===== config.mk =====
export PLATFORM = sky130hd
export DESIGN_NAME = shift_reg_piso_flat
export DESIGN_NICKNAME = d
export VERILOG_FILES = /design/src/rtl/shift_reg_piso_pkg.sv /design/src/rtl/shift_reg_piso_if.sv /design/src/rtl/shift_reg_piso_bit_counter.sv /design/src/rtl/shift_reg_piso.sv /design/src/flat_wrapper.sv
export SDC_FILE = /design/constraint.sdc
export NUM_CORES = 1
export LEC_CHECK = 0
export ABC_AREA = 1
export CAP_MARGIN = 20
export CORE_AREA = 4 4 41 43
export CTS_CLUSTER_SIZE = 12
export DETAILED_ROUTE_END_ITERATION = 10
export DIE_AREA = 0 0 45 47
export HOLD_SLACK_MARGIN = 0.1
export PLACE_DENSITY = 0.57
export SLEW_MARGIN = 10
export SYNTH_ARGS = -nofsm -noshare
export SYNTH_HDL_FRONTEND = slang
export SYNTH_SLANG_ARGS = --single-unit

===== constraint.sdc =====
create_clock -name clk -period 1.4 [get_ports clk]
set_clock_uncertainty 0.15 [all_clocks]
set_input_delay 0.28 -clock clk [delete_from_list [all_inputs] [get_ports clk]]
set_output_delay 0.28 -clock clk [all_outputs]
set_load 0.01 [all_outputs]

===== src/rtl/shift_reg_piso_pkg.sv =====
// Shared types and defaults for the PIPO/PISO/SIPO register family.
// State encoding and the default word width live here.
package shift_reg_piso_pkg;

    localparam int PISO_WIDTH = 4;

    typedef enum logic {
        ST_IDLE  = 1'b0,
        ST_SHIFT = 1'b1
    } state_t;

endpackage


===== src/rtl/shift_reg_piso_if.sv =====
// Parallel-in handshake and serial-out bundle for shift_reg_piso.
// slave is the PISO side, master is the upstream/downstream side.
interface shift_reg_piso_if
    import shift_reg_piso_pkg::*;
#(
    parameter int WIDTH = PISO_WIDTH
);

    logic [WIDTH-1:0] D;
    logic             in_valid;
    logic             in_ready;
    logic             out_en;
    logic             ser_out;
    logic             ser_valid;
    logic             frame_start;
    logic             frame_end;
    logic             busy;

    modport slave (
        input  D, in_valid, out_en,
        output in_ready, ser_out, ser_valid,
        output frame_start, frame_end, busy
    );

    modport master (
        output D, in_valid, out_en,
        input  in_ready, ser_out, ser_valid,
        input  frame_start, frame_end, busy
    );

endinterface


===== src/rtl/shift_reg_piso_bit_counter.sv =====
// Bit position counter, 0..WIDTH-1, saturating at the terminal count.
// Clear wins over enable so a new word always restarts at bit 0.
module bit_counter #(
    parameter  int WIDTH = 4,
    localparam int CW    = $clog2(WIDTH)
) (
    input  logic          clk,
    input  logic          reset,
    input  logic          en,
    input  logic          clr,
    output logic [CW-1:0] cnt,
    output logic          tc
);

    localparam logic [CW-1:0] LAST = CW'(WIDTH - 1);

    assign tc = (cnt == LAST);

    // count up while enabled, never past the last bit
    always_ff @(posedge clk) begin
        if (reset) begin
            cnt <= '0;
        end else if (clr) begin
            cnt <= '0;
        end else if (en && !tc) begin
            cnt <= cnt + CW'(1);
        end
    end

endmodule


===== src/rtl/shift_reg_piso.sv =====
// Parallel-in/serial-out stage fed from the PIPO register.
// Accepts a word per handshake, streams it out one bit per enabled clock.
module shift_reg_piso
    import shift_reg_piso_pkg::*;
#(
    parameter int WIDTH     = PISO_WIDTH,
    parameter bit LSB_FIRST = 1'b0
) (
    input  logic             clk,
    input  logic             reset,
    shift_reg_piso_if.slave  bus
);

    localparam int CW = $clog2(WIDTH);

    state_t           state;
    state_t           state_nx;
    logic [WIDTH-1:0] shreg;
    logic [WIDTH-1:0] load_word;
    logic [CW-1:0]    cnt;
    logic             tc;
    logic             advance;
    logic             done;
    logic             ready;
    logic             accept;
    logic             shifting;

    assign shifting = (state == ST_SHIFT);
    assign advance  = shifting && bus.out_en;
    assign done     = advance && tc;
    assign ready    = (state == ST_IDLE) || done;
    assign accept   = bus.in_valid && ready;

    bit_counter #(
        .WIDTH (WIDTH)
    ) u_cnt (
        .clk   (clk),
        .reset (reset),
        .en    (advance),
        .clr   (accept || done),
        .cnt   (cnt),
        .tc    (tc)
    );

    // bit-reverse on load so the shifter always drains from the top bit
    always_comb begin
        load_word = bus.D;
        if (LSB_FIRST) begin
            for (int i = 0; i < WIDTH; i++) begin
                load_word[i] = bus.D[WIDTH-1-i];
            end
        end
    end

    // shift register: load on accept, shift on each enabled non-final bit
    always_ff @(posedge clk) begin
        if (reset) begin
            shreg <= '0;
        end else if (accept) begin
            shreg <= load_word;
        end else if (advance && !tc) begin
            shreg <= shreg << 1;
        end
    end

    // state register
    always_ff @(posedge clk) begin
        if (reset) begin
            state <= ST_IDLE;
        end else begin
            state <= state_nx;
        end
    end

    // next state: stay in SHIFT across back-to-back words
    always_comb begin
        state_nx = state;
        unique case (state)
            ST_IDLE: begin
                if (accept) begin
                    state_nx = ST_SHIFT;
                end
            end
            ST_SHIFT: begin
                if (done) begin
                    state_nx = accept ? ST_SHIFT : ST_IDLE;
                end
            end
            default: state_nx = ST_IDLE;
        endcase
    end

    assign bus.in_ready    = ready;
    assign bus.ser_valid   = shifting;
    assign bus.ser_out     = shifting && shreg[WIDTH-1];
    assign bus.frame_start = shifting && (cnt == '0);
    assign bus.frame_end   = shifting && tc;
    assign bus.busy        = shifting;

endmodule


===== src/flat_wrapper.sv =====
// flat-port wrapper written by rule: the top's interface ports become plain ports
module shift_reg_piso_flat import shift_reg_piso_pkg::*;
#(
    parameter int WIDTH     = PISO_WIDTH,
    parameter bit LSB_FIRST = 1'b0
)
  (clk, reset, bus_D, bus_in_valid, bus_out_en, bus_in_ready, bus_ser_out, bus_ser_valid, bus_frame_start, bus_frame_end, bus_busy);
  shift_reg_piso_if #(.WIDTH(WIDTH)) bus_i ();
  input  logic clk;
  input  logic reset;
  input wire logic [$bits(bus_i.D)-1:0] bus_D;
  input wire logic [$bits(bus_i.in_valid)-1:0] bus_in_valid;
  input wire logic [$bits(bus_i.out_en)-1:0] bus_out_en;
  output wire logic [$bits(bus_i.in_ready)-1:0] bus_in_ready;
  output wire logic [$bits(bus_i.ser_out)-1:0] bus_ser_out;
  output wire logic [$bits(bus_i.ser_valid)-1:0] bus_ser_valid;
  output wire logic [$bits(bus_i.frame_start)-1:0] bus_frame_start;
  output wire logic [$bits(bus_i.frame_end)-1:0] bus_frame_end;
  output wire logic [$bits(bus_i.busy)-1:0] bus_busy;
  assign bus_i.D = bus_D;
  assign bus_i.in_valid = bus_in_valid;
  assign bus_i.out_en = bus_out_en;
  assign bus_in_ready = bus_i.in_ready;
  assign bus_ser_out = bus_i.ser_out;
  assign bus_ser_valid = bus_i.ser_valid;
  assign bus_frame_start = bus_i.frame_start;
  assign bus_frame_end = bus_i.frame_end;
  assign bus_busy = bus_i.busy;
  shift_reg_piso #(.WIDTH(WIDTH), .LSB_FIRST(LSB_FIRST)) u_core (.clk(clk), .reset(reset), .bus(bus_i));
endmodule

==> results of run 1 <==
flip-flops by register name, summed over array words and instances, names as in the netlist:
name              flops
u_core.u_cnt.cnt      2
u_core.shreg          4
u_core.bus.busy       1
power groups by stage:
stage	Clock [mW]	Sequential, mW	Combinational [mW]
CTS	0.188	0.222	0.119
detailed placement	0	0.225	0.120
global route	0.204	0.222	0.138
floorplan	0	0.223	0.0588
global placement	0	0.225	0.120
finish	0.177	0.221	0.126
worst register-to-register path, delay by kind of cell, from the launching register on:
family,cells,cell delay [ps]
fa+ha+maj,1,180
buf+inv,2,170
flops,1,350
simple gates,6,400
metrics by stage:
stage | power, mW | setup TNS (ps) | hold slack (ps) | utilization | instances
after detailed placement | 0.3456 | -2932 | 326.0 | 0.4865 | 96
after CTS | 0.5285 | -189.8 | 333.4 | 0.5327 | 102
after global routing | 0.5646 | -332.4 | 353.0 | 0.5587 | 104
after floorplan | 0.2817 | 0 | 192.4 | - | 60
after global placement | 0.3449 | -2741 | 325.2 | 0.4865 | 96
final | 0.5241 | -168.1 | 330.1 | 0.5587 | 104
metal layers:
metal,global-route usage,share of wire,routed length (um),up-vias
met2,0.1836,0.49,487,12
met4,0.05263,0,0,0
met1,0.1210,0.44,435,198
li1,-,-,-,249
met3,0.03831,0.068,67,0
met5,0,0,0,-
cell families (layout without fill, tap and decap cells):
kind of cell / Yosys count / count (layout) / share of synthesized area
fa+ha+maj: 2 / 2 / 0.05847
xor+xnor: 1 / 1 / 0.02047
buf+inv: 15 / 44 / 0.1579
simple gates: 29 / 29 / 0.3567
flops: 7 / 7 / 0.3275
compound gates: 6 / 6 / 0.07894
final cells by class:
cell class	count	area (sq um)	area share
Inverter	13	48.80	0.06713
Tap cell	15	18.77	0.02582
Timing Repair Buffer	27	227.7	0.3133
Sequential cell	7	151.4	0.2083
Multi-Input combinational cell	38	254.0	0.3494
Clock buffer	4	26.28	0.03614
worst max path at each step:
stage	startpoint	endpoint	slack [ps]	depth (start not counted)
5_1_grt	u_core.u_cnt.cnt[0]	bus_frame_start	-180	6
2_1_floorplan	u_core.u_cnt.cnt[0]	u_core.u_cnt.cnt[0]	120	8
6_report	u_core.u_cnt.cnt[0]	bus_frame_start	-120	6
3_3_place_gp	bus_out_en	bus_in_ready	-510	4
4_1_cts	u_core.u_cnt.cnt[1]	bus_frame_start	-130	6
3_5_place_dp	bus_out_en	bus_in_ready	-540	4
timing repair:
action	4_1_cts	5_1_grt
setup buffers	2	2
setup endpoints to repair	12	12
resized for setup	30	12
pin swaps	4	2
cells in the final DEF (no fill, tap or decap):
master,Yosys,routed
clkdlybuf4s50_1,0,6
o21ai_0,1,1
nand2_1,12,11
dlygate4sd2_1,0,1
nand2_2,0,1
ha_4,0,1
clkbuf_1,0,1
buf_6,1,5
a21oi_1,4,4
dfxtp_4,0,3
nand3_1,7,7
buf_2,0,1
clkbuf_2,0,3
nand2_8,0,1
ha_2,0,1
buf_4,1,11
xor2_1,1,1
nand2_4,2,1
inv_2,1,4
dfxtp_1,7,4
nand3_4,0,1
nand3_2,2,1
a21oi_2,1,1
nor2_1,3,3
nand4_1,3,3
inv_1,12,9
clkbuf_4,0,3
==> summary.txt, run 1 <==
Die
  – Die X: between 40 and 50 um
  – Die ar.: between 2000 and 2500 sq um
  – Top Ports: 14
  – Initial Utilization: 0.3288
  – Placeable core region: 1301 sq um
  – DIE HEIGHT: approximately 47 um
  – Row cnt: 13

Finish
  – Design area: slightly above 700 sq um
  – Fill count: between 100 and 150
  – Share of layout cells above drive strength 1: 0.4270
  – NumNets Final: 100
  – Area delta synth->final: 69.88%
  – Antenna diode count: 0

Detailed routing
  – Routed len/inst: approximately 9.5 um
  – Routed Antenna Nets: 0
  – Via density: roughly 4.4
  – Via count: between 400 and 500
  – Total Wirelength: slightly below 1000 um
  – Drt pass-1 iters: 4
  – Residual DRC: 0
  – DRT iter0 DRCs: 6

Outcome
  – Status: finished with violations
  – Failing checks: setup timing

Power
  – VDD IR max: ~0.00050 V
  – Static leakage: roughly 0.34 nW
  – NetSw: ~0.14 mW
  – Switching share of power: 0.2662
  – Clock power frac: 0.339
  – Power density cells: 721.0 nW/um^2
  – Sequential power share: 0.421
  – Logic pwr share: 0.241
  – Int Power: roughly 0.38 mW

Placement
  – Placed Area: around 630 sq um
  – Hpwl dp: 726.8 um
  – Place WS: -537.8 ps
  – Placer Congestion: 0.7750
  – IO buf count: 13

Hold path
  – Hold depth: 2
  – Hold wc startpoint: u_core.shreg[3]
  – Worst Hold End: u_core.shreg[3]
  – Worst hold path class: reg2reg

Global route
  – First-pass GRT wire length: 1587 um
  – Initial antenna violation count: 0
  – Vias in the first global route: 404
  – Largest net degree at the start of global routing: 9
  – Total gr overflow: 0
  – Tot GR Track Use: 0.1084

Synthesis
  – Synth area leader: dfxtp_1
  – Distinct cell type count of the synthesized netlist: 16
  – Synthesized flop and latch total: 7
  – Mapped cell area: 427.9 sq um
  – Sequential area share after synthesis: 0.3275
  – Top post-synthesis cells by area: dfxtp_1 (33%), inv_1 (11%), nand2_1 (11%)
  – Post-synth top area share: 0.3275
  – Cell count after synthesis: 60
  – Post-synth net total: 70
  – Syn_area_per_cell: around 7 sq um
  – Synth Flop Type: dfxtp_1
  – YS warnings: 0
  – Post-synth ARST share: 0
  – Post-synth top cells: inv_1 (12), nand2_1 (12), dfxtp_1 (7), nand3_1 (7), a21oi_1 (4)
  – Post-synth EDFFs: 0

Clock network
  – Cts bufs inserted: 3
  – Clock latency on the worst-skew pair: roughly 250 ps
  – CTS tree: built
  – CTS root buffer: clkbuf_4
  – CTS H-tree depth: 1
  – Hold buffer count at CTS: 0
  – Clock Sinks: 7
  – Clock-pin slew on the worst setup and hold paths: 50 ps
  – Max Buffers Root-to-Sink: 2

STA
  – Minimum clock period: about 1500 ps
  – RSZ-0062 raised after global routing: true
  – Achievable Freq: about 660 MHz
  – Finish-stage setup viols: 2
  – Smallest setup slack after layout: -118.7 ps
  – Slew @ Worst Pin: slightly above 300 ps
  – Slew Viols, Final: 0
  – Final period utilization: 1.085
  – Slew margin rel.: 0.7961
  – Final Hold Fails: 0

Critical path
  – Terminus of the critical flop-to-flop path: u_core.u_cnt.cnt[1]
  – Reg2Reg Launch Point: u_core.u_cnt.cnt[0]
  – Reg2reg path depth: 9
  – Slowest CP cell: dfxtp_4
  – Crit. End Element: primary output
  – Critical Path RT: just under 1000 ps
  – Crit path max-delay family: flip-flops
  – CP startpoint kind: flip-flop
  – CP peak stage delay: 360 ps
  – Critical path cell sequence: buf_6 > inv_2 > ha_2 > nand2_1 > inv_1 > buf_2
  – Crit path arrival time: around 1100 ps
  – FF-to-FF setup slack: around 70 ps
  – CP Max Fanout: 2
  – Worst path buffer plus inverter count: 4
  – Crit path kind: reg2out

Flow run
  – Max-capacitance violation count: 0
Note: power is estimated with default switching activity, not from simulation.
==> run 2: changes to the inputs <==
CELL_PAD_IN_SITES_DETAIL_PLACEMENT = 1   (was unset)
CELL_PAD_IN_SITES_GLOBAL_PLACEMENT = 1   (was unset)
CORE_AREA = unset   (was 4 4 41 43)
CORE_MARGIN = 4   (was unset)
CORE_UTILIZATION = 28   (was unset)
DIE_AREA = unset   (was 0 0 45 47)
PLACE_DENSITY = 0.71   (was 0.57)
SYNTH_HIERARCHICAL = 1   (was unset)
==> summary.txt, run 2 <==
Synthesis
  – Synth Area in XOR/XNOR: 0
  – Post-synth top area share: 0.3457
  – Synthesized-area fraction occupied by adder cells: 0.03086
  – Synth Flop Type: dfxtp_1
  – Post-synthesis mux area share: 0
  – Distinct cell type count of the synthesized netlist: 14
  – Synth area leader: dfxtp_1
  – Post-synth ARST share: 0
  – Mapped cell area: slightly above 400 sq um
  – Post-synth top cells: nand2_1 (13), nand3_1 (13), inv_1 (10)
  – Top post-synthesis cells by area: dfxtp_1 (35%), nand3_1 (16%), nand2_1 (12%)
  – Synth Area in Simple Gates: 0.4414
  – Syn_area_per_cell: approximately 6.6 sq um
  – Post-synth net total: 70
  – Synth Area in Compound Gates: 0.06173
  – Cell count after synthesis: approximately 60
  – YS warnings: 6
  – Sequential area share after synthesis: 0.3457
  – Synthesized flop and latch total: 7
  – Post-synth EDFFs: 0
  – Largest family of logic cells by synthesized area: simple AND/OR/NAND/NOR gates

STA
  – Achievable Freq: around 670 MHz
  – Finish-stage setup viols: 7
  – Minimum clock period: 1495 ps
  – Final period utilization: 1.068
  – Final Hold Fails: 0
  – TNS Setup: -405.8 ps
  – Slew margin rel.: 0.7715
  – Slew @ Worst Pin: roughly 340 ps
  – Slew Viols, Final: 0
  – Smallest setup slack after layout: -94.78 ps
  – RSZ-0062 raised after global routing: true

Flow run
  – Max-capacitance violation count: 0

Outcome
  – Failing checks: setup timing
  – Status: finished with violations

Hold path
  – Worst hold path class: reg2reg

Global route
  – Vias in the first global route: 500
  – Total gr overflow: 0
  – First-pass GRT wire length: 2090 um
  – Largest net degree at the start of global routing: 9
  – Initial antenna violation count: 0
  – Tot GR Track Use: 0.1391

Placement
  – Placer Congestion: 0.7291
  – Hpwl dp: around 950 um
  – IO buf count: 13
  – Inst Count DP: 98
  – Placed Area: approximately 620 sq um

Finish
  – NumNets Final: approximately 100
  – Antenna diode count: 0
  – Share of layout cells above drive strength 1: 0.5275
  – Commonest non-fill, non-tap cells in the layout: buf_4 (9), inv_1 (9), nand3_1 (9), nand2_1 (7)
  – FF+latch area: around 150 sq um
  – Final std cells w/o fill: roughly 110
  – Multi-input gate area: around 310 sq um
  – Largest Register: u_core/shreg
  – Design area: approximately 780 sq um
  – Fill count: roughly 170
  – Area delta synth->final: 93.52%
  – Max reg flops: 4

Power
  – Static leakage: about 0.36 nW
  – VDD IR max: just under 0.0005 V
  – Final Power: about 0.59 mW
  – Power density cells: approximately 760 nW/um^2

Detailed routing
  – Routed Antenna Nets: 0
  – Drt pass-1 iters: 4
  – Routed len/inst: between 15 and 20 um
  – Via count: roughly 520
  – DRT iter0 DRCs: 5
  – Residual DRC: 0
  – Total Wirelength: 1647 um
  – Via density: slightly below 5

Critical path
  – Crit path arrival time: between 1500 and 2000 ps
  – Critical Path RT: 1420 ps
  – FF-to-FF setup slack: -90 ps
  – CP startpoint kind: flip-flop
  – CP Max Fanout: 8
  – Crit. End Element: flip-flop
  – Crit path kind: reg2reg

Clock network
  – Clock-pin slew on the worst setup and hold paths: about 60 ps
  – Clock Sinks: 7
  – CTS root buffer: clkbuf_4
  – Max Buffers Root-to-Sink: 2
  – Cts bufs inserted: 3
  – CTS tree: built
  – CTS H-tree depth: 1
  – Clock latency on the worst-skew pair: between 200 and 300 ps

Die
  – Die ar.: between 2000 and 2500 sq um
  – Placeable core region: roughly 1300 sq um
  – Top Ports: 14
  – Initial Utilization: 0.3039
  – Die X: 46.05 um
  – DIE HEIGHT: approximately 46 um
  – Row cnt: 13
-- run 2: changes by cell type in the layout (fill, tap and decap cells not counted), sizes merged --
| cell | delta |
|---|---|
| inv | -2 |
| clkdlybuf4s15 | +1 |
| ha | -1 |
| nor2 | +3 |
| clkbuf | -3 |
| nand3 | +5 |
| nand2 | +1 |
| xor2 | -1 |
| buf | +2 |
| nand4 | -3 |
| nor3b | +1 |
| o21ai | -1 |
-- run 2: worst paths after layout --
kind | start | to | cells past startpoint
hold reg to reg | u_core/shreg[0] | u_core/shreg[0] | 2
setup reg to reg | u_core/u_cnt/cnt[0] | u_core/u_cnt/cnt[0] | 9
hold / removal | u_core/shreg[0] | u_core/shreg[0] | 2
setup / recovery | u_core/u_cnt/cnt[0] | u_core/u_cnt/cnt[0] | 9
-- run 2: worst max-delay path, cell delays in order (launching register included) --
cell and delay, ps:
dfxtp_4 350, ha_4 170, nand3_4 90, nand2_4 60
buf_6 130, nand2_8 100, nand2_4 70, nor2_4 110
nand2_1 60, nor2_1 120
-- run 2: metal layers --
layer	GRT usage	up-vias	wire (um)
met5	0	-	0
met4	0.06818	0	58
met3	0.02344	6	96
met2	0.2500	21	900
met1	0.1546	238	591
li1	-	256	-
-- run 2: final cells by class --
class,instances,area share
Multi-Input combinational cell,42,0.4003
Sequential cell,7,0.1898
Inverter,11,0.05263
Timing Repair Buffer,27,0.2998
Clock buffer,4,0.03349
Tap cell,15,0.02392
-- run 2: power breakdown --
part	internal, mW	total [mW]	switching [mW]	leakage, nW
registers	0.212	0.225	0.0139	0.0594
clock network	0.110	0.195	0.0858	0.0150
logic	0.0876	0.172	0.0839	0.284
-- run 2: per-stage QoR --
step / hold WS (ps) / util / worst slack (ps)
global placement: 320.2 / 0.4681 / -524.0
detailed placement: 327.8 / 0.4681 / -548.1
floorplan: 199.1 / - / 3.150
CTS: 336.0 / 0.4972 / -77.88
finish: 333.7 / 0.5882 / -94.78
global route: 360.5 / 0.5882 / -180.5
-- run 2: kinds of logic after synthesis --
| family | Yosys count |
|---|---|
| simple gates | 36 |
| buf+inv | 12 |
| flops | 7 |
| compound gates | 5 |
| fa+ha+maj | 1 |
-- run 2: timing repair --
action,4_1_cts,5_1_grt
pin swaps,4,7
setup endpoints to repair,11,10
cloned,0,0
hold buffers,0,0
resized for setup,31,26
setup buffers,1,3
